## config.mk

```make
export PLATFORM = sky130hd
export DESIGN_NAME = timer_sequencer
export DESIGN_NICKNAME = d
export VERILOG_FILES = /design/src/rtl/timer_pkg.sv /design/src/rtl/mmss_counter.sv /design/src/rtl/timer_sequencer.sv
export SDC_FILE = /design/constraint.sdc
export NUM_CORES = 1
export LEC_CHECK = 0
export ABC_AREA = 1
export BUFFER_PORTS_ARGS = -buffer_cell sky130_fd_sc_hd__buf_2
export CORE_MARGIN = 3
export CORE_UTILIZATION = 60
export DETAILED_ROUTE_END_ITERATION = 10
export MAX_ROUTING_LAYER = met4
export PLACE_DENSITY = 0.85
export REMOVE_ABC_BUFFERS = 1
export SLEW_MARGIN = 40
export SYNTH_ARGS = -nofsm -noshare
export SYNTH_HDL_FRONTEND = slang
export SYNTH_SLANG_ARGS = --single-unit
export TNS_END_PERCENT = 20
```

## constraint.sdc

```tcl
create_clock -name CLK -period 3.3 [get_ports CLK]
set_input_delay 0.33 -clock CLK [delete_from_list [all_inputs] [get_ports CLK]]
set_output_delay 0.33 -clock CLK [all_outputs]
set_load 0.1 [all_outputs]
```

## src/rtl/timer_pkg.sv

```systemverilog
// Shared definitions for the two-mode MM:SS timer: FSM state encoding,
// flasher rate codes, the seconds ceiling and the preset-minute clamp.
package timer_pkg;

    typedef enum logic [1:0] {
        ST_IDLE  = 2'd0,
        ST_RUN   = 2'd1,
        ST_PAUSE = 2'd2,
        ST_DONE  = 2'd3
    } state_t;

    localparam logic [2:0] TC_RUN   = 3'b000;
    localparam logic [2:0] TC_PAUSE = 3'b010;
    localparam logic [2:0] TC_DONE  = 3'b100;

    localparam logic [7:0] SEC_MAX = 8'd59;

    // A zero preset loads as one minute; anything above the minute ceiling is held at the ceiling.
    function automatic logic [7:0] clamp_preset(input logic [7:0] preset, input logic [7:0] max_min);
        logic [7:0] result;
        result = (preset == 8'd0) ? 8'd1 : preset;
        if (result > max_min)
            result = max_min;
        return result;
    endfunction

endpackage

```

## src/rtl/mmss_counter.sv

```systemverilog
// Loadable up/down minutes:seconds counter. Clear has priority over load,
// load over counting. Stepping never wraps past MAX_MIN:59 nor below 00:00.
module mmss_counter
    import timer_pkg::*;
#(
    parameter int MAX_MIN = 99
) (
    input  logic       clk,
    input  logic       rst,
    input  logic       en,
    input  logic       up,
    input  logic       load,
    input  logic [7:0] load_min,
    input  logic       clr,
    output logic [7:0] min,
    output logic [7:0] sec,
    output logic       at_max,
    output logic       at_zero
);

    localparam logic [7:0] MIN_CEIL = 8'(MAX_MIN);

    assign at_max  = (min == MIN_CEIL) && (sec == SEC_MAX);
    assign at_zero = (min == 8'd0) && (sec == 8'd0);

    // Count register: clear, then preset load, then a single up or down step per enable.
    always_ff @(posedge clk or posedge rst) begin
        if (rst) begin
            min <= 8'd0;
            sec <= 8'd0;
        end else if (clr) begin
            min <= 8'd0;
            sec <= 8'd0;
        end else if (load) begin
            min <= clamp_preset(load_min, MIN_CEIL);
            sec <= 8'd0;
        end else if (en) begin
            if (up) begin
                if (!at_max) begin
                    if (sec < SEC_MAX) begin
                        sec <= sec + 8'd1;
                    end else begin
                        sec <= 8'd0;
                        min <= min + 8'd1;
                    end
                end
            end else begin
                if (!at_zero) begin
                    if (sec > 8'd0) begin
                        sec <= sec - 8'd1;
                    end else begin
                        sec <= SEC_MAX;
                        min <= min - 8'd1;
                    end
                end
            end
        end
    end

endmodule

```

## src/rtl/timer_sequencer.sv

```systemverilog
// Run/pause/clear controller for the two-mode timer. Mode A counts up and
// stops at MAX_MIN:59, mode B counts down from a preset and stops at 00:00.
// Optional macro TIMER_PRESCALE_EN replaces the external 1 Hz tick with an
// internal PRESCALE-cycle divider that only runs while counting.
module timer_sequencer
    import timer_pkg::*;
#(
    parameter int MAX_MIN  = 99,
    parameter int PRESCALE = 50_000_000
) (
    input  logic       CLK,
    input  logic       RST,
    input  logic       Tick1Hz,
    input  logic       StartStop,
    input  logic       Clear,
    input  logic       ModeSel,
    input  logic [7:0] PresetMin,
    output logic [7:0] MSB,
    output logic [7:0] LSB,
    output logic       Stopped,
    output logic [2:0] TimeControl,
    output logic       Done
);

    localparam logic [7:0] MIN_CEIL = 8'(MAX_MIN);

    state_t     state;
    state_t     state_nxt;
    logic       mode_down;
    logic       tick;
    logic       start_run;
    logic       term_step;
    logic       cnt_en;
    logic       cnt_load;
    logic       at_max;
    logic       at_zero;
    logic       stopped_nxt;
    logic [2:0] tc_nxt;
    logic       done_nxt;

    assign start_run = (state == ST_IDLE) && StartStop && !Clear;
    assign cnt_en    = (state == ST_RUN) && tick && !Clear;
    assign cnt_load  = start_run && ModeSel;

    // The step about to be taken lands on the terminal count (or is already there).
    assign term_step = mode_down ? (((MSB == 8'd0) && (LSB == 8'd1)) || at_zero)
                                 : (((MSB == MIN_CEIL) && (LSB == SEC_MAX - 8'd1)) || at_max);

`ifdef TIMER_PRESCALE_EN
    localparam int PW = (PRESCALE > 1) ? $clog2(PRESCALE) : 1;

    logic [PW-1:0] pre_cnt;
    logic          unused_tick_in;

    assign unused_tick_in = Tick1Hz;
    assign tick = (state == ST_RUN) && (pre_cnt == PW'(PRESCALE - 1));

    // Prescaler restarts on clear and on every fresh start so the first second is a full one.
    always_ff @(posedge CLK or posedge RST) begin
        if (RST)
            pre_cnt <= '0;
        else if (Clear || start_run)
            pre_cnt <= '0;
        else if (state == ST_RUN)
            pre_cnt <= tick ? '0 : pre_cnt + 1'b1;
    end
`else
    logic [31:0] unused_prescale;

    assign unused_prescale = 32'(PRESCALE);
    assign tick = Tick1Hz;
`endif

    mmss_counter #(
        .MAX_MIN (MAX_MIN)
    ) u_count (
        .clk      (CLK),
        .rst      (RST),
        .en       (cnt_en),
        .up       (!mode_down),
        .load     (cnt_load),
        .load_min (PresetMin),
        .clr      (Clear),
        .min      (MSB),
        .sec      (LSB),
        .at_max   (at_max),
        .at_zero  (at_zero)
    );

    // State, mode latch and the registered flasher decodes.
    always_ff @(posedge CLK or posedge RST) begin
        if (RST) begin
            state       <= ST_IDLE;
            mode_down   <= 1'b0;
            Stopped     <= 1'b1;
            TimeControl <= TC_RUN;
            Done        <= 1'b0;
        end else begin
            state       <= state_nxt;
            Stopped     <= stopped_nxt;
            TimeControl <= tc_nxt;
            Done        <= done_nxt;
            if (start_run)
                mode_down <= ModeSel;
        end
    end

    // Next state: Clear dominates; reaching the terminal count outranks a pause press.
    always_comb begin
        state_nxt = state;
        if (Clear) begin
            state_nxt = ST_IDLE;
        end else begin
            case (state)
                ST_IDLE:  if (StartStop) state_nxt = ST_RUN;
                ST_RUN: begin
                    if (tick && term_step)
                        state_nxt = ST_DONE;
                    else if (StartStop)
                        state_nxt = ST_PAUSE;
                end
                ST_PAUSE: if (StartStop) state_nxt = ST_RUN;
                ST_DONE:  state_nxt = ST_DONE;
                default:  state_nxt = ST_IDLE;
            endcase
        end
    end

    // Flasher controls decoded from the state being entered.
    always_comb begin
        stopped_nxt = 1'b1;
        tc_nxt      = TC_RUN;
        done_nxt    = 1'b0;
        case (state_nxt)
            ST_IDLE: begin
                stopped_nxt = 1'b1;
                tc_nxt      = TC_RUN;
            end
            ST_RUN: begin
                stopped_nxt = 1'b0;
                tc_nxt      = TC_RUN;
            end
            ST_PAUSE: begin
                stopped_nxt = 1'b1;
                tc_nxt      = TC_PAUSE;
            end
            ST_DONE: begin
                stopped_nxt = 1'b0;
                tc_nxt      = TC_DONE;
                done_nxt    = 1'b1;
            end
            default: begin
                stopped_nxt = 1'b1;
                tc_nxt      = TC_RUN;
            end
        endcase
    end

endmodule

```

==> flow_metrics.env <==
export IMPL_ir_worst_vdd_mv=0.847
export IMPL_cts_setup_buffers=0
export IMPL_grt_pass1_wl_um=8130
export IMPL_routed_via_density=5.40
export IMPL_ioPinCount=35
export IMPL_fillerInstances=300
export IMPL_fin_crit_sh_pct=63.1
export IMPL_die_h_um=63.4
export IMPL_intPower_w=0.000760
export IMPL_max_clock_freq_mhz=480
export IMPL_clkTransAtPathRegs_ps=130
export IMPL_slew_violations=0
export IMPL_antenna_found_initial=0
export IMPL_yosys_warnings=0
export IMPL_whs_ps=12.9
export IMPL_finalClockSkew_ps=13.6
export IMPL_final_cell_mix="nand2_1 (64), buf_2 (33), nor2_1 (31)"
export IMPL_syn_to_final_growth_pct=8.74
export IMPL_synth_distinct_cells=38
export IMPL_vias=1937
export IMPL_start_util_pct=63.7
export IMPL_die_area_um2=4020
export IMPL_hpwlAfterDp_um=3680
export IMPL_combPwrFrac_pct=70.0
export IMPL_power_frac_seq_pct=23.9
export IMPL_fin_crit_ps=2080
export IMPL_grt_usage_pct=25.8
export IMPL_cp_max_fo=15
export IMPL_cts_made_buffers=3
export IMPL_cp_required_ps=3520
export IMPL_cts_root_buf="clkbuf_4"
export IMPL_clock_sinks=22
export IMPL_synth_top_cell_area_share_pct=26.6
export IMPL_place_ws_ps=1250
export IMPL_max_cap_violations=0
export IMPL_routabilityCongestion=0.965
export IMPL_swShare_pct=63.6
export IMPL_endpoint_kind="flop"
export IMPL_cts_buffer_depth=2
export IMPL_grt_pass1_vias=1803
export IMPL_tightest_slew_ps=543
export IMPL_worst_slack_ps=1220
export IMPL_r2r_start="mode_down"
export IMPL_finish_utilization_pct=69.2
export IMPL_n_antenna_cell=0
export IMPL_pwr_share_clk_pct=6.1
export IMPL_rows=20
export IMPL_final_common_cell="nand2_1"
export IMPL_htree_levels=1
export IMPL_status="finished, final reports clean"
export IMPL_cts_tree="done"
export IMPL_p_sw_w=0.00133
export IMPL_ys_ff_latch=22
export IMPL_nets=342
export IMPL_syn_area_um2=1980
export IMPL_synth_top_cell_by_area="dfrtp_1"
export IMPL_drive_gt1_share_pct=22.2
export IMPL_port_buffers=33
export IMPL_ctsHoldBuffers=0
export IMPL_worstSetupStartpointType="flop"
export IMPL_die_w_um=63.4
export IMPL_finalSetupViolCount=0
export IMPL_wl_per_cell_um=12.9
export IMPL_worst_endpoint_arrival_ps=2310
export IMPL_drt_pass1_iter_count=4
export IMPL_relSlewSlack_pct=63.8
export IMPL_cts_resized=0
export IMPL_hp_class="in -> async"
export IMPL_clk_latency_ps=310
export IMPL_final_hold_violation_count=0
export IMPL_ant_nets=0
export IMPL_setup_worst_path_class="reg -> reg"
export IMPL_wl_um=4630
export IMPL_drtIter0Drc=152
export IMPL_syn_area_per_cell_um2=6.91
export IMPL_grt_overflow_total=0
export IMPL_power_leakage_nw=1.17
export IMPL_power_per_cell_area_nw_per_um2=973
export IMPL_cp_startpoint="mode_down"
export IMPL_coreArea_um2=3100
export IMPL_grt_max_degree=23
export IMPL_drc=0
export IMPL_synthTopCellsByArea="dfrtp_1 (27%), nand2_1 (12%), ha_1 (7.0%)"
export IMPL_rsz0062_at_grt="false"
export IMPL_syn_inst=286
export IMPL_finalSetupTns_ps=0
export IMPL_ys_seq_area_share_pct=27.9
-- worst max-delay path: stages, from the launching register on --
cell and delay (ps):
dfrtp_1 700, clkinv_1 390, nor2_1 210, nand2_1 80
nand3_2 90, nand2_4 100, nand2_4 200, inv_1 110
nand2_1 80, nand2_1 50
-- power groups by stage --
stage / clock (W) / sequential [W] / combinational, W
3_3_place_gp: 0 / 0.000502 / 0.00144
5_1_grt: 0.000143 / 0.000522 / 0.00159
3_5_place_dp: 0 / 0.000502 / 0.00145
4_1_cts: 0.000132 / 0.000497 / 0.00146
2_1_floorplan: 0 / 0.00100 / 0.000677
6_report: 0.000127 / 0.000499 / 0.00146
-- state kept, by name, summed over array words and instances, names as in the netlist --
signal	flops
Done	1
Stopped	1
TimeControl	1
mode_down	1
state	2
u_count.min	8
u_count.sec	8
-- path summary, 6_finish.rpt --
path	endpoint	slack (ps)	cells after the start
worst max-delay path	u_count.min[2]	1220	9
worst min-delay path	u_count.min[2]	10	2
worst max register to register	u_count.min[2]	1220	9
worst min register to register	u_count.min[2]	590	2
max in group asynchronous	Stopped	2930	2
min in group CLK	Stopped	370	4
-- area by class of cell --
type,count,area (um^2),share of cell area [%]
flip-flops and latches,22,552,25.7
inverters,36,138,6.41
repair buffers,33,165,7.69
well taps,44,55.1,2.56
multi-input cells,220,1210,56.4
clock buffers,4,26.3,1.22
-- metrics by stage --
stage               instances  instance area, um^2  total power (W)
global route              359                 2150          0.00225
CTS                       359                 2150          0.00208
detailed placement        355                 2120          0.00195
floorplan                 278                 1900          0.00168
global placement          355                 2120          0.00194
finish                    359                 2150          0.00209
-- kinds of logic after synthesis --
group	share of synthesized area [%]
other	0.190
buffers and inverters	10.7
and+or+nand+nor	37.4
DFF	27.9
adders and majority gates	7.98
xor gates and xnor gates	3.10
AOI/OAI and AO/OA	12.7
-- Yosys cell counts, drive strengths merged --
cell     count
o21ai       22
o211ai       2
o2111ai      1
xor2         5
nand3b       1
nand3       29
inv         35
o22ai        2
buf          8
xnor2        2
dfrtp       21
nor3         4
clkinv       1
conb         1
dfstp        1
a21oi       13
o31ai        2
nand4        3
o21a         1
nand2       79
a31oi        1
or2          3
nor2        37
ha          11
fa           1
-- layer usage --
metal  global-route usage (%)  part of all wire, %
met1                     35.0                   46
met3                     2.50                  5.4
met5                        -                    0
met2                     40.7                   47
met4                     8.36                  1.0
Power figures use the tool's default switching activity.
